File: config.mk
export PLATFORM = sky130hd
export DESIGN_NAME = video_daisy_ctrl_sequencer
export DESIGN_NICKNAME = d
export VERILOG_FILES = /design/src/rtl/video_daisy_pkg.sv /design/src/rtl/video_daisy_ctrl_sequencer_key_debounce.sv /design/src/rtl/video_daisy_ctrl_sequencer.sv
export SDC_FILE = /design/constraint.sdc
export NUM_CORES = 1
export LEC_CHECK = 0
export BUFFER_PORTS_ARGS = -buffer_cell sky130_fd_sc_hd__buf_2
export CAP_MARGIN = 10
export CORE_AREA = 2 2 74 76
export CTS_CLUSTER_SIZE = 14
export DETAILED_ROUTE_END_ITERATION = 8
export DIE_AREA = 0 0 76 78
export GPL_TIMING_DRIVEN = 0
export PLACE_DENSITY = 0.7
export SLEW_MARGIN = 30
export SYNTH_ARGS = -nofsm -noshare
export SYNTH_HDL_FRONTEND = slang
export SYNTH_SLANG_ARGS = --single-unit
File: constraint.sdc
create_clock -name sys_clk -period 2.7 [get_ports sys_clk]
set_input_delay 0.405 -clock sys_clk [delete_from_list [all_inputs] [get_ports sys_clk]]
set_output_delay 0.405 -clock sys_clk [all_outputs]
set_load 0.02 [all_outputs]
File: src/rtl/video_daisy_pkg.sv
// Shared types and constants for the video daisy-chain control blocks.
package video_daisy_pkg;

    typedef enum logic {IDLE, WRITE} ctrl_seq_state_t;

    localparam int CTRL_REG_ADDR    = 0;
    localparam int DEBOUNCE_DEFAULT = 500000;

endpackage

File: src/rtl/video_daisy_ctrl_sequencer_key_debounce.sv
// Push-button conditioner: 2-flop synchroniser, level debounce and a one-cycle press pulse
// on the debounced high-to-low transition of the active-low key.
module key_debounce #(
    parameter int DEBOUNCE_CYCLES = 500000
) (
    input  logic clk,
    input  logic rst,
    input  logic key_n,
    output logic press
);

    localparam int CNT_W = $clog2(DEBOUNCE_CYCLES + 1);
    localparam logic [CNT_W-1:0] CNT_LAST = CNT_W'(DEBOUNCE_CYCLES - 1);

    logic             key_p0;
    logic             key_p1;
    logic             deb_key;
    logic             deb_key_p2;
    logic [CNT_W-1:0] cnt;

    // synchroniser stages idle at the released level
    always_ff @(posedge clk or posedge rst) begin
        if (rst) begin
            key_p0 <= 1'b1;
            key_p1 <= 1'b1;
        end else begin
            key_p0 <= key_n;
            key_p1 <= key_p0;
        end
    end

    // debounce: a new level is accepted only after DEBOUNCE_CYCLES consecutive differing samples
    always_ff @(posedge clk or posedge rst) begin
        if (rst) begin
            deb_key    <= 1'b1;
            deb_key_p2 <= 1'b1;
            cnt        <= '0;
        end else begin
            deb_key_p2 <= deb_key;
            if (key_p1 == deb_key) begin
                cnt <= '0;
            end else if (cnt == CNT_LAST) begin
                deb_key <= key_p1;
                cnt     <= '0;
            end else begin
                cnt <= cnt + 1'b1;
            end
        end
    end

    assign press = deb_key_p2 & ~deb_key;

endmodule

File: src/rtl/video_daisy_ctrl_sequencer.sv
// Per-core control writer: on a key press (or, optionally, a switch change) it snapshots the
// switches and writes one bit to each core's Avalon-MM control register in turn.
module video_daisy_ctrl_sequencer
    import video_daisy_pkg::*;
#(
    parameter int NUM_CORES       = 4,
    parameter int DATA_W          = 32,
    parameter int ADDR_W          = 1,
    parameter int DEBOUNCE_CYCLES = DEBOUNCE_DEFAULT,
    parameter int AUTO_UPDATE     = 0
) (
    input  logic                 sys_clk,
    input  logic                 sys_rst,
    input  logic                 key_n,
    input  logic [NUM_CORES-1:0] sw,
    input  logic [NUM_CORES-1:0] avs_waitrequest,
    output logic [NUM_CORES-1:0] avs_write,
    output logic [ADDR_W-1:0]    avs_address,
    output logic [DATA_W-1:0]    avs_writedata,
    output logic                 busy,
    output logic [NUM_CORES-1:0] status
);

    localparam int IDX_W = (NUM_CORES > 1) ? $clog2(NUM_CORES) : 1;
    localparam logic [IDX_W-1:0] IDX_LAST = IDX_W'(NUM_CORES - 1);

    function automatic logic [DATA_W-1:0] ctrl_word(input logic bit0);
        return DATA_W'(bit0);
    endfunction

    logic [NUM_CORES-1:0] sw_p0;
    logic [NUM_CORES-1:0] sw_p1;
    logic [NUM_CORES-1:0] snapshot;
    logic [IDX_W-1:0]     idx;
    logic [IDX_W-1:0]     idx_nxt;
    ctrl_seq_state_t      state;
    logic                 pending;
    logic                 press;
    logic                 auto_trig;
    logic                 trigger;
    logic                 accept;
    logic                 last;

    key_debounce #(
        .DEBOUNCE_CYCLES(DEBOUNCE_CYCLES)
    ) u_key_debounce (
        .clk   (sys_clk),
        .rst   (sys_rst),
        .key_n (key_n),
        .press (press)
    );

    // switch synchroniser
    always_ff @(posedge sys_clk or posedge sys_rst) begin
        if (sys_rst) begin
            sw_p0 <= '0;
            sw_p1 <= '0;
        end else begin
            sw_p0 <= sw;
            sw_p1 <= sw_p0;
        end
    end

    assign auto_trig = (AUTO_UPDATE != 0) && (sw_p1 != status) && !busy;
    assign trigger   = press | pending | auto_trig;
    assign idx_nxt   = idx + 1'b1;
    assign accept    = avs_write[idx] & ~avs_waitrequest[idx];
    assign last      = (idx == IDX_LAST);

    // sequencer FSM; every output holds its value while the addressed core stalls
    always_ff @(posedge sys_clk or posedge sys_rst) begin
        if (sys_rst) begin
            state         <= IDLE;
            busy          <= 1'b0;
            pending       <= 1'b0;
            snapshot      <= '0;
            idx           <= '0;
            status        <= '0;
            avs_write     <= '0;
            avs_address   <= '0;
            avs_writedata <= '0;
        end else begin
            case (state)
                IDLE: begin
                    busy      <= 1'b0;
                    avs_write <= '0;
                    if (trigger) begin
                        state         <= WRITE;
                        busy          <= 1'b1;
                        pending       <= 1'b0;
                        snapshot      <= sw_p1;
                        idx           <= '0;
                        avs_write     <= NUM_CORES'(1);
                        avs_address   <= ADDR_W'(CTRL_REG_ADDR);
                        avs_writedata <= ctrl_word(sw_p1[0]);
                    end
                end
                WRITE: begin
                    if (press) begin
                        pending <= 1'b1;
                    end
                    if (accept) begin
                        status[idx] <= snapshot[idx];
                        if (last) begin
                            state         <= IDLE;
                            busy          <= 1'b0;
                            avs_write     <= '0;
                            avs_writedata <= '0;
                        end else begin
                            idx           <= idx_nxt;
                            avs_write     <= avs_write << 1;
                            avs_writedata <= ctrl_word(snapshot[idx_nxt]);
                        end
                    end
                end
                default: begin
                    state     <= IDLE;
                    busy      <= 1'b0;
                    avs_write <= '0;
                end
            endcase
        end
    end

endmodule

==> flow_metrics.env, run 1 <==
export IMPL_status="completed"
export IMPL_r2r_setup_slack_ps=470
export IMPL_place_gp_congestion=0.8185
export IMPL_insertion_delay_ps=310
export IMPL_min_period_ps=2229
export IMPL_layout_drive_gt1_share=0.3077
export IMPL_synth_mux_area_frac=0.09329
export IMPL_syn_cell_area_um2=2481
export IMPL_synth_adder_area_share=0.02521
export IMPL_holdWs_ps=166.0
export IMPL_timing_fmax_ghz=0.4487
export IMPL_cp_required_ps=2890
export IMPL_ys_seq_area_frac=0.4962
export IMPL_grt_overflow=0
export IMPL_cp_max_fo=10
export IMPL_peakVddDrop_v=0.0003088
export IMPL_worstHoldPathType="primary input to async pin"
export IMPL_synth_compound_area_frac=0.05547
export IMPL_root_buffer="clkbuf_8"
export IMPL_netlist_cell_type_count=42
export IMPL_leakage_uw=0.001426
export IMPL_crit_arrival_ps=2410
export IMPL_end_kind="flop"
export IMPL_final_common_cell="dfrtp_1"
export IMPL_setup_viol=0
export IMPL_synth_ff_type="dfrtp_1"
export IMPL_area_growth_pct=17.90
export IMPL_grt_use_total=0.1512
export IMPL_rsz0062_at_grt="false"
export IMPL_vias_per_cell=4.691
export IMPL_routed_wl_mm=4.175
export IMPL_power_total_uw=1494
export IMPL_reg2regPathDepth=6
export IMPL_start_util=0.4921
export IMPL_wl_per_cell_um=11.73
export IMPL_postPlaceCellArea_um2=2788
export IMPL_critPathTopFamily="simple AND/OR/NAND/NOR gates"
export IMPL_post_cts_setup_buffers=0
export IMPL_fin_nets=301
export IMPL_avgSynthCellArea_um2=10.93
export IMPL_core_area_um2=5042
export IMPL_ys_warnings_count=0
export IMPL_num_rows=26
export IMPL_dp_hpwl_mm=3.012
export IMPL_io_pins=53
export IMPL_io_buffers=20
export IMPL_cts_made_buffers=5
export IMPL_final_cell_mix="dfrtp_1 (45), buf_4 (32), conb_1 (32)"
export IMPL_synth_simple_area_share=0.1639
export IMPL_diodes=0
export IMPL_fin_setup_tns_ps=0
export IMPL_fp_dieH_um=78
export IMPL_drc=0
export IMPL_hold_viol_final=0
export IMPL_worstMarginPinSlew_ps=732.5
export IMPL_crit_type="flop to flop"
export IMPL_clk_pin_slew_ps=100
export IMPL_grt_pass1_vias=1568
export IMPL_cts_hold_buf=0
export IMPL_htreeDepth=2
export IMPL_slew_limit_headroom=0.5117
export IMPL_fin_area_um2=2925
export IMPL_fin_crit_sh=0.8254
export IMPL_vias=1670
export IMPL_max_cap_viol_count=0
export IMPL_ys_ff_latch=49
export IMPL_startpoint_type="flop"
export IMPL_synth_top_family_by_area="simple AND/OR/NAND/NOR gates"
export IMPL_p_per_area_nw_per_um2=510.7
export IMPL_tritoncts="done"
export IMPL_synth_edff_count=0
export IMPL_yosys_top_cells_area="dfrtp_1 (45%), buf_4 (9.7%), mux2_2 (5.0%)"
export IMPL_die_area_um2=5928
export IMPL_async_reset_ff_frac=1.000
export IMPL_r2r_end="u_key_debounce.cnt[8]"
export IMPL_path_buf_inv=1
export IMPL_cts_buffer_depth=2
export IMPL_die_x_um=76
export IMPL_drt_pass1_iterations=4
export IMPL_maxSlewViolCount=0
export IMPL_synth_area_leader_cell="dfrtp_1"
export IMPL_drtIter0Drc=82
export IMPL_syn_inst=227
export IMPL_cts_resized=0
export IMPL_max_stage_delay_ps=570
export IMPL_antenna_found_initial=0
export IMPL_synth_xor_area_frac=0.04589
export IMPL_grt_max_degree=50
export IMPL_skew_ps=13.52
export IMPL_grt_pass1_wl_mm=7.224
export IMPL_timing_rr_start="u_key_debounce.cnt[0]"
export IMPL_ant_nets=0
export IMPL_critPathSlowestCell="o21ai_1"
export IMPL_clock_sinks=49
export IMPL_synth_top_area_frac=0.4539
export IMPL_crit_chain="ha_1 > and4_1 > nand4_1 > o21ai_1 > buf_2 > nor2_1"
export IMPL_fill_cells=431
==> stage by stage <==
step / setup WS (ps) / instances / utilization
3_3_place_gp: 489.9 / 348 / 0.5524
4_1_cts: 471.2 / 356 / 0.5801
2_1_floorplan: 782.1 / 258 / -
5_1_grt: 304.5 / 356 / 0.5801
3_5_place_dp: 481.4 / 348 / 0.5529
6_report: 471.4 / 356 / 0.5801
==> where the power goes <==
group / switching [uW] / internal [uW] / leakage, uW
Sequential: 6.10 / 746 / 0.000649
Clock: 258 / 373 / 0.0000687
Combinational: 70.4 / 41.2 / 0.000708
==> sequential cells by signal, indices dropped and copies added, names as in the netlist, 2 cells and up <==
signal / cells
u_key_debounce.cnt: 19
avs_write: 4
snapshot: 4
status: 4
sw_p0: 4
sw_p1: 4
idx: 2
==> layer usage <==
| layer | global-route usage | share of wire |
|---|---|---|
| met2 | 0.2500 | 0.48 |
| met3 | 0.02907 | 0.043 |
| met1 | 0.1976 | 0.47 |
| met4 | 0.06000 | 0.012 |
| met5 | 0 | 0 |
==> kinds of logic after synthesis <==
family / Yosys count
DFF: 49
buffers and inverters: 45
adders and majority gates: 5
and+or+nand+nor: 74
xor gates and xnor gates: 13
other: 1
AOI/OAI and AO/OA: 22
muxes: 18
==> worst max path at each step <==
stage                                       end             startpoint  cells past startpoint
after floorplan                avs_writedata[0]                 idx[0]                      7
after global placement             avs_write[3]                sys_rst                      2
after detailed placement  u_key_debounce.cnt[8]  u_key_debounce.cnt[0]                      6
after CTS                 u_key_debounce.cnt[8]  u_key_debounce.cnt[0]                      6
after global routing      u_key_debounce.cnt[7]  u_key_debounce.cnt[0]                      6
final                     u_key_debounce.cnt[8]  u_key_debounce.cnt[0]                      6
==> final cells by class <==
cell class | count | area (um2) | share of cell area
clock buffer | 5 | 68.82 | 0.02352
tap | 70 | 87.58 | 0.02994
inverter | 7 | 28.78 | 0.009837
timing repair buffer | 20 | 100.1 | 0.03422
buffer | 38 | 267.8 | 0.09153
clock inverter | 3 | 68.82 | 0.02352
multi-input combinational | 164 | 1072 | 0.3666
sequential | 49 | 1231 | 0.4209
==> Yosys cell counts, types with 2 or more instances <==
master     n
nor2b_1   11
nor2_1    17
xor2_1     5
nand4_1    4
a21boi_0   2
mux2i_1    4
a21oi_1    7
nor4_1     5
inv_1      7
nor3_1     2
mux2_2    11
buf_2      3
buf_4     32
nand2_1    9
a22o_1     2
o21ai_0    5
xnor2_1    8
dfstp_2    4
or2_2      2
nand3_1   10
or3_1      4
ha_1       5
dfrtp_1   45
clkbuf_1   2
mux4_2     3
nand2b_1   2
Power figures use the tool's default switching activity.
==> run 2, diff against run 1 <==
- clock period: 2.7 -> 2.2 ns (I/O delays scaled with it)
==> flow_metrics.env, run 2 (synthesis gave the netlist of run 1 again) <==
export IMPL_fin_crit_sh=0.9258
export IMPL_clk_pin_slew_ps=100
export IMPL_max_stage_delay_ps=480
export IMPL_antenna_found_initial=0
export IMPL_grt_pass1_vias=1568
export IMPL_place_gp_congestion=0.8185
export IMPL_maxSlewViolCount=0
export IMPL_insertion_delay_ps=310
export IMPL_critPathSlowestCell="mux4_2"
export IMPL_io_buffers=20
export IMPL_io_pins=53
export IMPL_crit_type="flop to flop"
export IMPL_max_cap_viol_count=0
export IMPL_grt_max_degree=50
export IMPL_clkPwrFrac=0.421
export IMPL_power_switching_uw=408.2
export IMPL_postPlaceCellArea_um2=2788
export IMPL_worstMarginPinSlew_ps=730.2
export IMPL_status="completed"
export IMPL_area_growth_pct=18.66
export IMPL_die_area_um2=5928
export IMPL_pwr_share_seq=0.504
export IMPL_pwr_share_comb=0.075
export IMPL_fin_area_um2=2944
export IMPL_cp_max_fo=8
export IMPL_start_util=0.4921
export IMPL_timing_fmax_ghz=0.4910
export IMPL_routed_wl_mm=4.132
export IMPL_hold_viol_final=0
export IMPL_startpoint_type="flop"
export IMPL_crit_arrival_ps=2240
export IMPL_holdWs_ps=93.20
export IMPL_dp_hpwl_mm=3.012
export IMPL_seq_area_um2=1231
export IMPL_path_buf_inv=2
export IMPL_fp_dieH_um=78
export IMPL_root_buffer="clkbuf_8"
export IMPL_largest_register_ffs=19
export IMPL_htreeDepth=2
export IMPL_num_rows=26
export IMPL_worstHoldPathType="primary input to async pin"
export IMPL_cts_hold_buf=0
export IMPL_cts_buffer_depth=2
export IMPL_regMostFlops="u_key_debounce.cnt"
export IMPL_p_sw_frac=0.2228
export IMPL_fill_cells=431
export IMPL_p_int_uw=1424
export IMPL_crit_chain="clkbuf_4 > inv_1 > ha_4 > mux4_2 > nand2_1 > o21ai_0 > mux2_2"
export IMPL_slew_limit_headroom=0.5132
export IMPL_grt_overflow=0
export IMPL_ant_nets=0
export IMPL_diodes=0
export IMPL_end_kind="flop"
export IMPL_post_cts_setup_buffers=0
export IMPL_leakage_uw=0.001428
export IMPL_p_per_area_nw_per_um2=622.2
export IMPL_fin_nets=301
export IMPL_skew_ps=11.02
export IMPL_wl_per_cell_um=11.61
export IMPL_peakVddDrop_v=0.0003790
export IMPL_cts_made_buffers=5
export IMPL_rsz0062_at_grt="false"
export IMPL_drtIter0Drc=86
export IMPL_drt_pass1_iterations=4
export IMPL_grt_use_total=0.1512
export IMPL_multiInputGateArea_um2=1089
export IMPL_final_common_cell="dfrtp_1"
export IMPL_core_area_um2=5042
export IMPL_clock_sinks=49
export IMPL_final_cell_mix="dfrtp_1 (45), buf_4 (32), conb_1 (32)"
export IMPL_vias=1674
export IMPL_die_x_um=76
export IMPL_cp_required_ps=2400
export IMPL_grt_pass1_wl_mm=7.224
export IMPL_critPathTopFamily="multiplexers"
export IMPL_vias_per_cell=4.702
export IMPL_setup_viol=0
export IMPL_drc=0
export IMPL_layout_drive_gt1_share=0.3147
export IMPL_min_period_ps=2037
export IMPL_tritoncts="done"
run 2: cell count changes in the layout (fill, tap and decap cells not counted):
cell      before  now
o21ai_1        1    0
buf_2         23   22
ha_1           5    4
ha_4           0    1
o21ai_2        0    1
clkbuf_4       0    1
run 2: path summary, 6_finish.rpt:
check	slack, ps	end	startpoint	depth (start not counted)
hold reg to reg	360	sw_p1[3]	sw_p0[3]	0
setup / recovery	160	avs_writedata[0]	idx[0]	7
hold / removal	90	snapshot[0]	sys_rst	2
setup reg to reg	160	avs_writedata[0]	idx[0]	7
min in group sys_clk	120	u_key_debounce.key_p0	key_n	1
max in group asynchronous	1710	u_key_debounce.cnt[11]	sys_rst	2
run 2: area by class of cell:
cell class	instances	area share
plain buffers	38	0.09180
clock buffers	5	0.02337
clock inverters	3	0.02337
inverters	7	0.009775
multi-input cells	164	0.3697
flip-flops and latches	49	0.4182
well taps	70	0.02975
repair buffers	20	0.03400
run 2: layer usage:
metal,track usage,part of all wire,up-vias
li1,-,-,831
met1,0.1976,0.47,793
met2,0.2500,0.47,45
met3,0.02907,0.041,5
met4,0.06000,0.012,0
met5,0,0,-
run 2: power groups by stage:
stage	sequential, uW	clock [uW]	combinational (uW)
6_report	923	772	137
5_1_grt	924	831	153
4_1_cts	923	794	137
3_3_place_gp	940	0	135
3_5_place_dp	941	0	136
2_1_floorplan	939	0	118
run 2: timing repair:
item                       4_1_cts  5_1_grt
setup endpoints to repair       10        1
gates resized for setup          1        2
cloned                           0        0
run 2: through the flow:
stage / util / total power (uW) / TNS [ps] / cells / worst slack, ps
after floorplan: - / 1057 / 0 / 258 / 282.1
after global placement: 0.5524 / 1075 / -24.96 / 348 / -4.594
after detailed placement: 0.5529 / 1077 / -65.93 / 348 / -18.63
after CTS: 0.5809 / 1854 / 0 / 356 / 56.35
after global routing: 0.5839 / 1908 / 0 / 356 / 16.24
final: 0.5839 / 1832 / 0 / 356 / 163.3
